[config.mk]
export PLATFORM = sky130hd
export DESIGN_NAME = value_exchanger
export DESIGN_NICKNAME = d
export VERILOG_FILES = /design/src/rtl/value_exchanger.sv
export SDC_FILE = /design/constraint.sdc
export NUM_CORES = 1
export LEC_CHECK = 0
export ABC_CLOCK_PERIOD_IN_PS = 1500
export CAP_MARGIN = 40
export CORE_ASPECT_RATIO = 0.8
export CORE_MARGIN = 2
export CORE_UTILIZATION = 45
export CTS_BUF_LIST = sky130_fd_sc_hd__clkbuf_8
export DETAILED_ROUTE_END_ITERATION = 6
export PLACE_DENSITY = 0.82
export RECOVER_POWER = 50
export SYNTH_ARGS = -nofsm -noshare
export SYNTH_HDL_FRONTEND = slang
export SYNTH_SLANG_ARGS = --single-unit
[constraint.sdc]
create_clock -name clk -period 1.5 [get_ports clk]
set_input_delay 0.15 -clock clk [delete_from_list [all_inputs] [get_ports clk]]
set_output_delay 0.15 -clock clk [all_outputs]
set_load 0.03 [all_outputs]
[src/rtl/value_exchanger.sv]
// value_exchanger: swaps one word between agents A and B over valid/ready channels.
module value_exchanger #(
  parameter int WIDTH = 8,
  parameter int CNT_W = 16
) (
  input  logic             clk,
  input  logic             rst_n,
  input  logic             a_in_valid,
  output logic             a_in_ready,
  input  logic [WIDTH-1:0] a_in_data,
  input  logic             b_in_valid,
  output logic             b_in_ready,
  input  logic [WIDTH-1:0] b_in_data,
  output logic             a_out_valid,
  input  logic             a_out_ready,
  output logic [WIDTH-1:0] a_out_data,
  output logic             b_out_valid,
  input  logic             b_out_ready,
  output logic [WIDTH-1:0] b_out_data,
  output logic             busy,
  output logic [CNT_W-1:0] xchg_count
);
  typedef enum logic [1:0] {EMPTY, GOT_A, GOT_B, DELIVER} state_t;
  state_t state, state_nx;
  logic [WIDTH-1:0] reg_a, reg_b;
  logic a_fire, b_fire, enter;
  assign a_in_ready = state == EMPTY || state == GOT_B;
  assign b_in_ready = state == EMPTY || state == GOT_A;
  assign a_fire = a_in_valid && a_in_ready;
  assign b_fire = b_in_valid && b_in_ready;
  assign enter = state != DELIVER && state_nx == DELIVER;
  assign a_out_data = reg_b;
  assign b_out_data = reg_a;
  assign busy = state != EMPTY;
  always_comb begin
    state_nx = state;
    case (state)
      EMPTY:   state_nx = a_fire && b_fire ? DELIVER : a_fire ? GOT_A : b_fire ? GOT_B : EMPTY;
      GOT_A:   state_nx = b_fire ? DELIVER : GOT_A;
      GOT_B:   state_nx = a_fire ? DELIVER : GOT_B;
      DELIVER: state_nx = (a_out_valid && !a_out_ready) || (b_out_valid && !b_out_ready) ? DELIVER : EMPTY;
      default: state_nx = EMPTY;
    endcase
  end
  always_ff @(posedge clk or negedge rst_n) begin
    if (!rst_n) begin
      state       <= EMPTY;
      reg_a       <= '0;
      reg_b       <= '0;
      a_out_valid <= 1'b0;
      b_out_valid <= 1'b0;
      xchg_count  <= '0;
    end else begin
      state <= state_nx;
      if (a_fire) reg_a <= a_in_data;
      if (b_fire) reg_b <= b_in_data;
      a_out_valid <= enter || (a_out_valid && !a_out_ready);
      b_out_valid <= enter || (b_out_valid && !b_out_ready);
      if (enter) xchg_count <= xchg_count + CNT_W'(1);
    end
  end
endmodule

Word level (Yosys, flattened, before mapping)
Index checks and enable logic that the tools add are counted.
Widths: inputs -> output; s select.
{"block": "classes", "mux": 7, "addsub": 1, "eq_ne": 5, "reduce_logical": 15}
{"cell": "$add 16x1->16 const B", "n": 1}
{"cell": "$mux 2", "n": 5}
{"cell": "$pmux 2 s4", "n": 1}
{"cell": "$eq 2x2->1 const B", "n": 3}
{"cell": "$logic_and 1x1->1", "n": 6}
{"cell": "$logic_or 1x1->1", "n": 5}
{"cell": "$eq 2x1->1 const B", "n": 1}
{"cell": "$logic_not 1->1", "n": 2}
{"cell": "$logic_not 2->1", "n": 1}
{"cell": "$ne 2x2->1 const B", "n": 1}
{"cell": "$reduce_bool 2->1", "n": 1}
{"cell": "$mux 1", "n": 1}
{"block": "totals", "regBits": 36, "elab_cells": 34, "inputBits": 22}

Depth between registers and ports, before layout
Gate-level depths: netlist of run 1.
{"block": "depth", "depth_word": 10, "mapped_depth": 5, "ltp_nobuf": 4}

Least setup slack after synthesis of run 1
OpenSTA, ideal clock, no wires.
{"block": "synth_timing", "path_kind": "register to register", "from": "register xchg_count[7]", "to": "register xchg_count[15]", "period_less_slack_ns": 1.439, "required_time_ns": 1.367, "path_buffers": 0, "stages_incl_launch_ff": 5, "t_arrival_ns": 1.306, "slack_ns": 0.061, "cell_sequence": "dfrtp_1 and4_2 and4_2 nand4_1 xnor2_1"}
{"block": "synth_between", "elab_chain_cells": 1}
{"element": "from (decl)", "line_no": "21", "text": "output logic [CNT_W-1:0] xchg_count"}
{"element": "from (signal assigned)", "line_no": "59", "text": "if (enter) xchg_count <= xchg_count + CNT_W'(1);"}
{"element": "$add 16x1->16", "line_no": "59"}
No other way between the ends.
A chain may end at the register's enable or synchronous reset.

Worst setup path in the final report of run 1
{"block": "layout_timing", "from": "register reg_b[6] (netlist: a_out_data[6])", "to": "output port a_out_data[6]"}
{"element": "from (decl)", "line_no": "25", "text": "logic [WIDTH-1:0] reg_a, reg_b;"}
{"element": "from (signal assigned)", "line_no": "56", "text": "if (b_fire) reg_b <= b_in_data;"}
{"element": "to (decl)", "line_no": "16", "text": "output logic [WIDTH-1:0] a_out_data,"}
No word-level cell between the ends.

==> flow_metrics.env, run 1 <==
export IMPL_dp_cells=213
export IMPL_grt_use_total=0.166
export IMPL_drtAntennaViolNets=0
export IMPL_timing_critical_path_buf_inv=1
export IMPL_drtPass1Iterations=4
export IMPL_finalSetupViolations=0
export IMPL_crit_family="buffers and inverters"
export IMPL_insertion_delay_ns=0.28
export IMPL_antenna_cells=0
export IMPL_final_core_util=0.685
export IMPL_syn_inst=114
export IMPL_core_area_um2=3150
export IMPL_synthTopCellsByCount="36 x dfrtp_1, 17 x mux2_2, 14 x xnor2_1"
export IMPL_synth_most_common_cell="dfrtp_1"
export IMPL_slowest_delay_ns=0.67
export IMPL_area_delta_synth_final_pct=42.1
export IMPL_hold_buffers=0
export IMPL_synth_top_flop_cell="dfrtp_1"
export IMPL_slew_viol_final=0
export IMPL_start_kind="register"
export IMPL_status="complete, no violations"
export IMPL_rows=18
export IMPL_maxCapViolations=0
export IMPL_fin_setup_tns_ns=0
export IMPL_fp_dieW_um=69.0
export IMPL_clock_sinks=36
export IMPL_crit_slowest_cell="clkdlybuf4s50_1"
export IMPL_gp_congestion=0.771
export IMPL_drc_errors=0
export IMPL_wl_um=3050
export IMPL_synth_nets=137
export IMPL_clock_path_buffers=2
export IMPL_via_per_inst=4.98
export IMPL_tightest_slew_ns=0.848
export IMPL_timing_final_crit_share=0.972
export IMPL_netlist_area_um2=1520
export IMPL_peakVddDrop_mv=1.20
export IMPL_slew_headroom=0.435
export IMPL_io_buffers=58
export IMPL_yosysTopAreaCell="dfrtp_1"
export IMPL_routedWlPerCell_um=13.8
export IMPL_cts_buffers=5
export IMPL_drt_iter0_drc=31
export IMPL_holdCritPathClass="in2reg"
export IMPL_yosysSeqAreaShare=0.593
export IMPL_rr_endpoint="xchg_count[14]"
export IMPL_grt_setup_unrepaired="no"
export IMPL_period_needed_ns=1.46
export IMPL_final_layout_size_suffix_gt1_frac=0.221
export IMPL_cp_cell_sequence="clkdlybuf4s50_1"
export IMPL_grt_pass1_wl_um=4730
export IMPL_crit_start="a_out_data[6]"
export IMPL_avgSynthCellArea_um2=13.3
export IMPL_antenna_found_initial=0
export IMPL_gr_total_overflow=0
export IMPL_async_reset_ff_frac=1.00
export IMPL_root_buffer="clkbuf_8"
export IMPL_htreeDepth=2
export IMPL_die_h_um=56.0
export IMPL_stdcell_count=221
export IMPL_p_leak_nw=0.987
export IMPL_ys_types=25
export IMPL_critPathRequiredTime_ns=1.35
export IMPL_yosysWarnings=0
export IMPL_synth_area_leaders="dfrtp_1 59%, mux2_2 13%, xnor2_1 8.1%"
export IMPL_dpl_hpwl_um=2300
export IMPL_clk_pin_slew_ns=0.07
export IMPL_cp_end_kind="output pin"
export IMPL_hp_start="b_out_ready"
export IMPL_start_util=0.482
export IMPL_synth_top_cell_area_share=0.593
export IMPL_final_hold_viol_count=0
export IMPL_worstSetupPathType="reg2out"
export IMPL_arrival_ns=1.31
export IMPL_cts_tree="yes"
export IMPL_r2r_start="xchg_count[7]"
export IMPL_cts_setup_buffers=0
export IMPL_worst_clock_skew_ns=0.00852
export IMPL_vias=1101
export IMPL_worstPathMaxFanout=2
export IMPL_grt_pass1_vias=1100
export IMPL_powerDensity_nw_per_um2=2050
export IMPL_r2r_slack_ns=0.13
export IMPL_ys_seq_elements=36
export IMPL_nNetsFinal=203
export IMPL_synth_enable_flop_cells=0
export IMPL_reg2reg_depth=4
export IMPL_clock_fmax_mhz=686
export IMPL_cp_depth=1
export IMPL_crit_end="a_out_data[6]"
export IMPL_num_io_pins=59
export IMPL_grt_max_degree=37
export IMPL_die_area_um2=3860
[metal layers]
| layer | track usage | wire length (µm) | up-vias |
|---|---|---|---|
| met1 | 0.209 | 1390 | 526 |
| met4 | 0.0476 | 13 | 0 |
| met3 | 0.0628 | 293 | 2 |
| met5 | 0 | 0 | - |
| li1 | - | - | 526 |
| met2 | 0.265 | 1360 | 47 |
[worst min-delay path by stage]
stage,cells past startpoint,end,slack [ns]
floorplan,0,a_out_data[0],-0.15
global placement,1,xchg_count[15],0.47
detailed placement,1,xchg_count[15],0.47
CTS,2,xchg_count[10],0.29
global route,2,b_out_data[4],0.47
finish,3,b_out_valid,0.48
[flip-flops by register name (all words and copies together), names as in the netlist]
register,count
state,2
b_out_valid,1
a_out_valid,1
xchg_count,16
a_out_data,8
b_out_data,8
[cells in the final DEF (no fill, tap or decap), drive strengths merged, types with 4 or more instances in the layout]
master and count:
nor2 4, dfrtp 36, nand4 8, nand2 7, inv 4, clkbuf 17, clkdlybuf4s50 29, xnor2 14
dlygate4sd2 17, mux2 17
[worst register-to-register path: stages, from the launching register on]
cell,delay [ns]
dfrtp_1,0.45
and4_2,0.29
and4_2,0.24
nand4_1,0.12
xnor2_1,0.15
[what timing repair did]
item | CTS | global route
resized for setup | 18 | 13
pin swaps | 0 | 1
cloned | 0 | 0
endpoints found under the setup margin | 18 | 19
[kinds of logic after synthesis]
| family | count (synthesis) | synth area share |
|---|---|---|
| compound gates | 5 | 0.0296 |
| xor+xnor | 15 | 0.0864 |
| fa+ha+maj | 1 | 0.00823 |
| buf+inv | 8 | 0.0288 |
| flops | 36 | 0.593 |
| mux | 17 | 0.126 |
| simple gates | 32 | 0.128 |
[area by class of cell]
type / instances / area, µm²
clock buffers: 5 / 68.8
clock inverters: 3 / 18.8
fillers: 255 / 992
inverters: 4 / 15.0
multi-input cells: 70 / 576
flip-flops and latches: 36 / 903
well taps: 40 / 50.0
repair buffers: 63 / 529
[stage by stage]
step           instance area [µm²]  power (mW)  setup WS, ns  hold slack, ns
2_1_floorplan                 1520        3.02        0.0610          -0.146
3_3_place_gp                  2160        3.98       -0.0322           0.474
3_5_place_dp                  2160        4.06       -0.0915           0.471
4_1_cts                       2220        4.63       0.00427           0.295
5_1_grt                       2160        4.70      0.000381           0.472
6_report                      2160        4.43        0.0420           0.478
[power by group]
part | internal (mW) | switching (mW) | total (mW)
clock network | 0.323 | 0.331 | 0.654
logic | 0.900 | 1.27 | 2.17
registers | 1.34 | 0.274 | 1.62
total | 2.56 | 1.87 | 4.43
No activity file was read; power rests on OpenSTA's default activity.
==> inputs of run 2 (changes only) <==
--- a/config.mk
+++ b/config.mk
@@ -5,14 +5,18 @@
 export SDC_FILE = /design/constraint.sdc
 export NUM_CORES = 1
 export LEC_CHECK = 0
+export ABC_AREA = 1
 export ABC_CLOCK_PERIOD_IN_PS = 1500
 export CAP_MARGIN = 40
+export CELL_PAD_IN_SITES_DETAIL_PLACEMENT = 1
+export CELL_PAD_IN_SITES_GLOBAL_PLACEMENT = 2
 export CORE_ASPECT_RATIO = 0.8
 export CORE_MARGIN = 2
-export CORE_UTILIZATION = 45
+export CORE_UTILIZATION = 27
 export CTS_BUF_LIST = sky130_fd_sc_hd__clkbuf_8
 export DETAILED_ROUTE_END_ITERATION = 6
-export PLACE_DENSITY = 0.82
+export GPL_ROUTABILITY_DRIVEN = 0
+export PLACE_DENSITY_LB_ADDON = 0.1
 export RECOVER_POWER = 50
 export SYNTH_ARGS = -nofsm -noshare
 export SYNTH_HDL_FRONTEND = slang
==> run 2 against run 1 <==
Setup slack worse by 0.0068 ns. Critical path type unchanged. Design area is 18% higher. Sequential power hardly changed. Global-route usage is 2.7 points lower. Final cell count is 59% higher.
==> flow_metrics.env, run 2 <==
export IMPL_crit_slowest_cell="clkdlybuf4s50_1"
export IMPL_io_buffers=58
export IMPL_r2r_slack_ns=0.19
export IMPL_crit_end="xchg_count[13]"
export IMPL_wl_met2_um=1930
export IMPL_final_layout_size_suffix_gt1_frac=0.161
export IMPL_grt_setup_unrepaired="no"
export IMPL_core_area_um2=6380
export IMPL_synthXorXnorAreaFrac=0.0344
export IMPL_clock_sinks=36
export IMPL_synth_mux_area_frac=0.101
export IMPL_synth_nets=221
export IMPL_clk_pin_slew_ns=0.07
export IMPL_slowest_delay_ns=0.68
export IMPL_stdcell_area_um2=2540
export IMPL_p_total_mw=5.03
export IMPL_grt_use_total=0.139
export IMPL_place_area_um2=2500
export IMPL_cts_tree="yes"
export IMPL_whs_ns=0.396
export IMPL_arrival_ns=1.31
export IMPL_final_hold_viol_count=0
export IMPL_regArea_um2=903
export IMPL_peakVddDrop_mv=0.792
export IMPL_tightest_slew_ns=0.384
export IMPL_layout_common_cells="70 x nand2_1, 34 x dfrtp_1, 31 x clkdlybuf4s50_1"
export IMPL_start_util=0.280
export IMPL_drtAntennaViolNets=0
export IMPL_slew_headroom=0.745
export IMPL_clock_fmax_mhz=683
export IMPL_ys_types=18
export IMPL_mostFrequentLayoutCell="nand2_1"
export IMPL_drc_errors=0
export IMPL_grt_pass1_vias=1537
export IMPL_yosysWarnings=0
export IMPL_dpl_hpwl_um=3420
export IMPL_fin_setup_tns_ns=0
export IMPL_nFillCells=779
export IMPL_cp_depth=1
export IMPL_crit_start="xchg_count[13]"
export IMPL_rows=26
export IMPL_cts_buffers=5
export IMPL_largest_register_ffs=16
export IMPL_status="complete, no violations"
export IMPL_num_io_pins=59
export IMPL_r2r_start="xchg_count[0]"
export IMPL_wl_um=4540
export IMPL_die_area_um2=7280
export IMPL_synth_top_cell_area_share=0.505
export IMPL_slew_viol_final=0
export IMPL_worstSetupPathType="reg2out"
export IMPL_holdCritPathClass="in2async"
export IMPL_reg2reg_depth=7
export IMPL_yosys_area_share_simple=0.248
export IMPL_crit_family="buffers and inverters"
export IMPL_clock_path_buffers=2
export IMPL_largest_register="xchg_count"
export IMPL_maxCapViolations=0
export IMPL_insertion_delay_ns=0.28
export IMPL_drtPass1Iterations=4
export IMPL_root_buffer="clkbuf_8"
export IMPL_synth_enable_flop_cells=0
export IMPL_htreeDepth=2
export IMPL_rr_endpoint="xchg_count[8]"
export IMPL_syn_inst=198
export IMPL_die_h_um=76.7
export IMPL_timing_final_crit_share=0.977
export IMPL_p_leak_nw=1.17
export IMPL_antenna_cells=0
export IMPL_grt_pass1_wl_um=7800
export IMPL_fp_dieW_um=94.9
export IMPL_nNetsFinal=289
export IMPL_synth_most_common_cell="nand2_1"
export IMPL_netlist_area_um2=1780
export IMPL_drt_iter0_drc=25
export IMPL_routedWlPerCell_um=12.9
export IMPL_synthAdderAreaFrac=0.00701
export IMPL_met3_wirelength_um=233
export IMPL_yosysTopAreaCell="dfrtp_1"
export IMPL_synthTopCellsByCount="68 x nand2_1, 36 x dfrtp_1, 20 x inv_1"
export IMPL_area_delta_synth_final_pct=42.4
export IMPL_gr_total_overflow=0
export IMPL_worstPathMaxFanout=2
export IMPL_period_needed_ns=1.46
export IMPL_vias=1518
export IMPL_synth_top_flop_cell="dfrtp_1"
export IMPL_start_kind="register"
export IMPL_via_per_inst=4.32
export IMPL_worst_clock_skew_ns=0.00544
export IMPL_wl_met1_um=2360
export IMPL_antenna_found_initial=0
export IMPL_multi_input_area_um2=766
export IMPL_critPathRequiredTime_ns=1.35
export IMPL_cp_end_kind="output pin"
export IMPL_yosysSeqAreaShare=0.505
export IMPL_cp_cell_sequence="clkdlybuf4s50_1"
export IMPL_powerDensity_nw_per_um2=1980
export IMPL_timing_critical_path_buf_inv=1
export IMPL_ys_seq_elements=36
export IMPL_synth_top_family_by_area="simple AND/OR/NAND/NOR gates"
export IMPL_dr_max_layer_used="met4"
export IMPL_async_reset_ff_frac=1.00
export IMPL_grt_max_degree=37
export IMPL_synth_area_leaders="dfrtp_1 50%, nand2_1 14%, mux2_2 10%"
export IMPL_synth_compound_area_share=0.0414
export IMPL_finalSetupViolations=0
export IMPL_avgSynthCellArea_um2=9.01
-- run 2: cell count changes in the layout (fill, tap and decap cells not counted), sizes merged, moves of 6 or more --
cell,previous run,this run
nand2,7,75
inv,4,22
xnor2,14,0
xor2,1,7
nor2,4,17
o21ai,0,14
-- run 2: final cells by class --
| type | instances | area share |
|---|---|---|
| clock inverters | 3 | 0.0153 |
| well taps | 84 | 0.0414 |
| flip-flops and latches | 36 | 0.356 |
| repair buffers | 64 | 0.228 |
| multi-input cells | 138 | 0.301 |
| clock buffers | 5 | 0.0271 |
| inverters | 21 | 0.0310 |
-- run 2: repair_timing --
action                     in CTS  in global routing
cloned                          0                  0
gates resized for setup        19                  8
hold endpoints to repair       36                  0
buffers inserted                0                  0
setup endpoints to repair      19                  9
hold buffers                    1                  0
-- run 2: how the worst min path moves through the flow --
stage	from	end	slack [ns]	cells after the start
5_1_grt	rst_n	xchg_count[2]	0.45	3
3_3_place_gp	rst_n	xchg_count[2]	0.14	2
6_report	rst_n	xchg_count[2]	0.40	3
2_1_floorplan	rst_n	a_out_data[0]	-0.15	0
3_5_place_dp	rst_n	xchg_count[2]	0.14	2
4_1_cts	rst_n	xchg_count[2]	0.36	3
-- run 2: layer usage --
metal | global-route usage | vias up
met5 | 0 | -
met4 | 0.0391 | 0
met3 | 0.0413 | 2
met2 | 0.190 | 35
met1 | 0.210 | 721
li1 | - | 760
-- run 2: report_power, final --
group	internal [mW]	switching (mW)
clock network	0.487	0.360
registers	1.36	0.291
logic	0.956	1.58
total	2.80	2.23
-- run 2: cells by family after synthesis --
kind of cell | Yosys count
AOI/OAI and AO/OA | 14
and+or+nand+nor | 100
adders and majority gates | 1
xor gates and xnor gates | 7
muxes | 16
buffers and inverters | 24
DFF | 36
-- run 2: through the flow --
stage,utilization,cells,setup slack (ns)
4_1_cts,0.406,351,0.00997
3_3_place_gp,0.391,342,0.0500
6_report,0.398,351,0.0352
5_1_grt,0.398,351,0.000170
3_5_place_dp,0.391,342,0.0518
2_1_floorplan,-,198,0.0862
==> inputs of run 3 (changes only) <==
--- a/config.mk
+++ b/config.mk
@@ -16,6 +16,7 @@
 export CTS_BUF_LIST = sky130_fd_sc_hd__clkbuf_8
 export DETAILED_ROUTE_END_ITERATION = 6
 export GPL_ROUTABILITY_DRIVEN = 0
+export HOLD_SLACK_MARGIN = 0.02
 export PLACE_DENSITY_LB_ADDON = 0.1
 export RECOVER_POWER = 50
 export SYNTH_ARGS = -nofsm -noshare
==> results of run 3 <==
The final DEF is identical to that of run 2; final timing and power are the same.
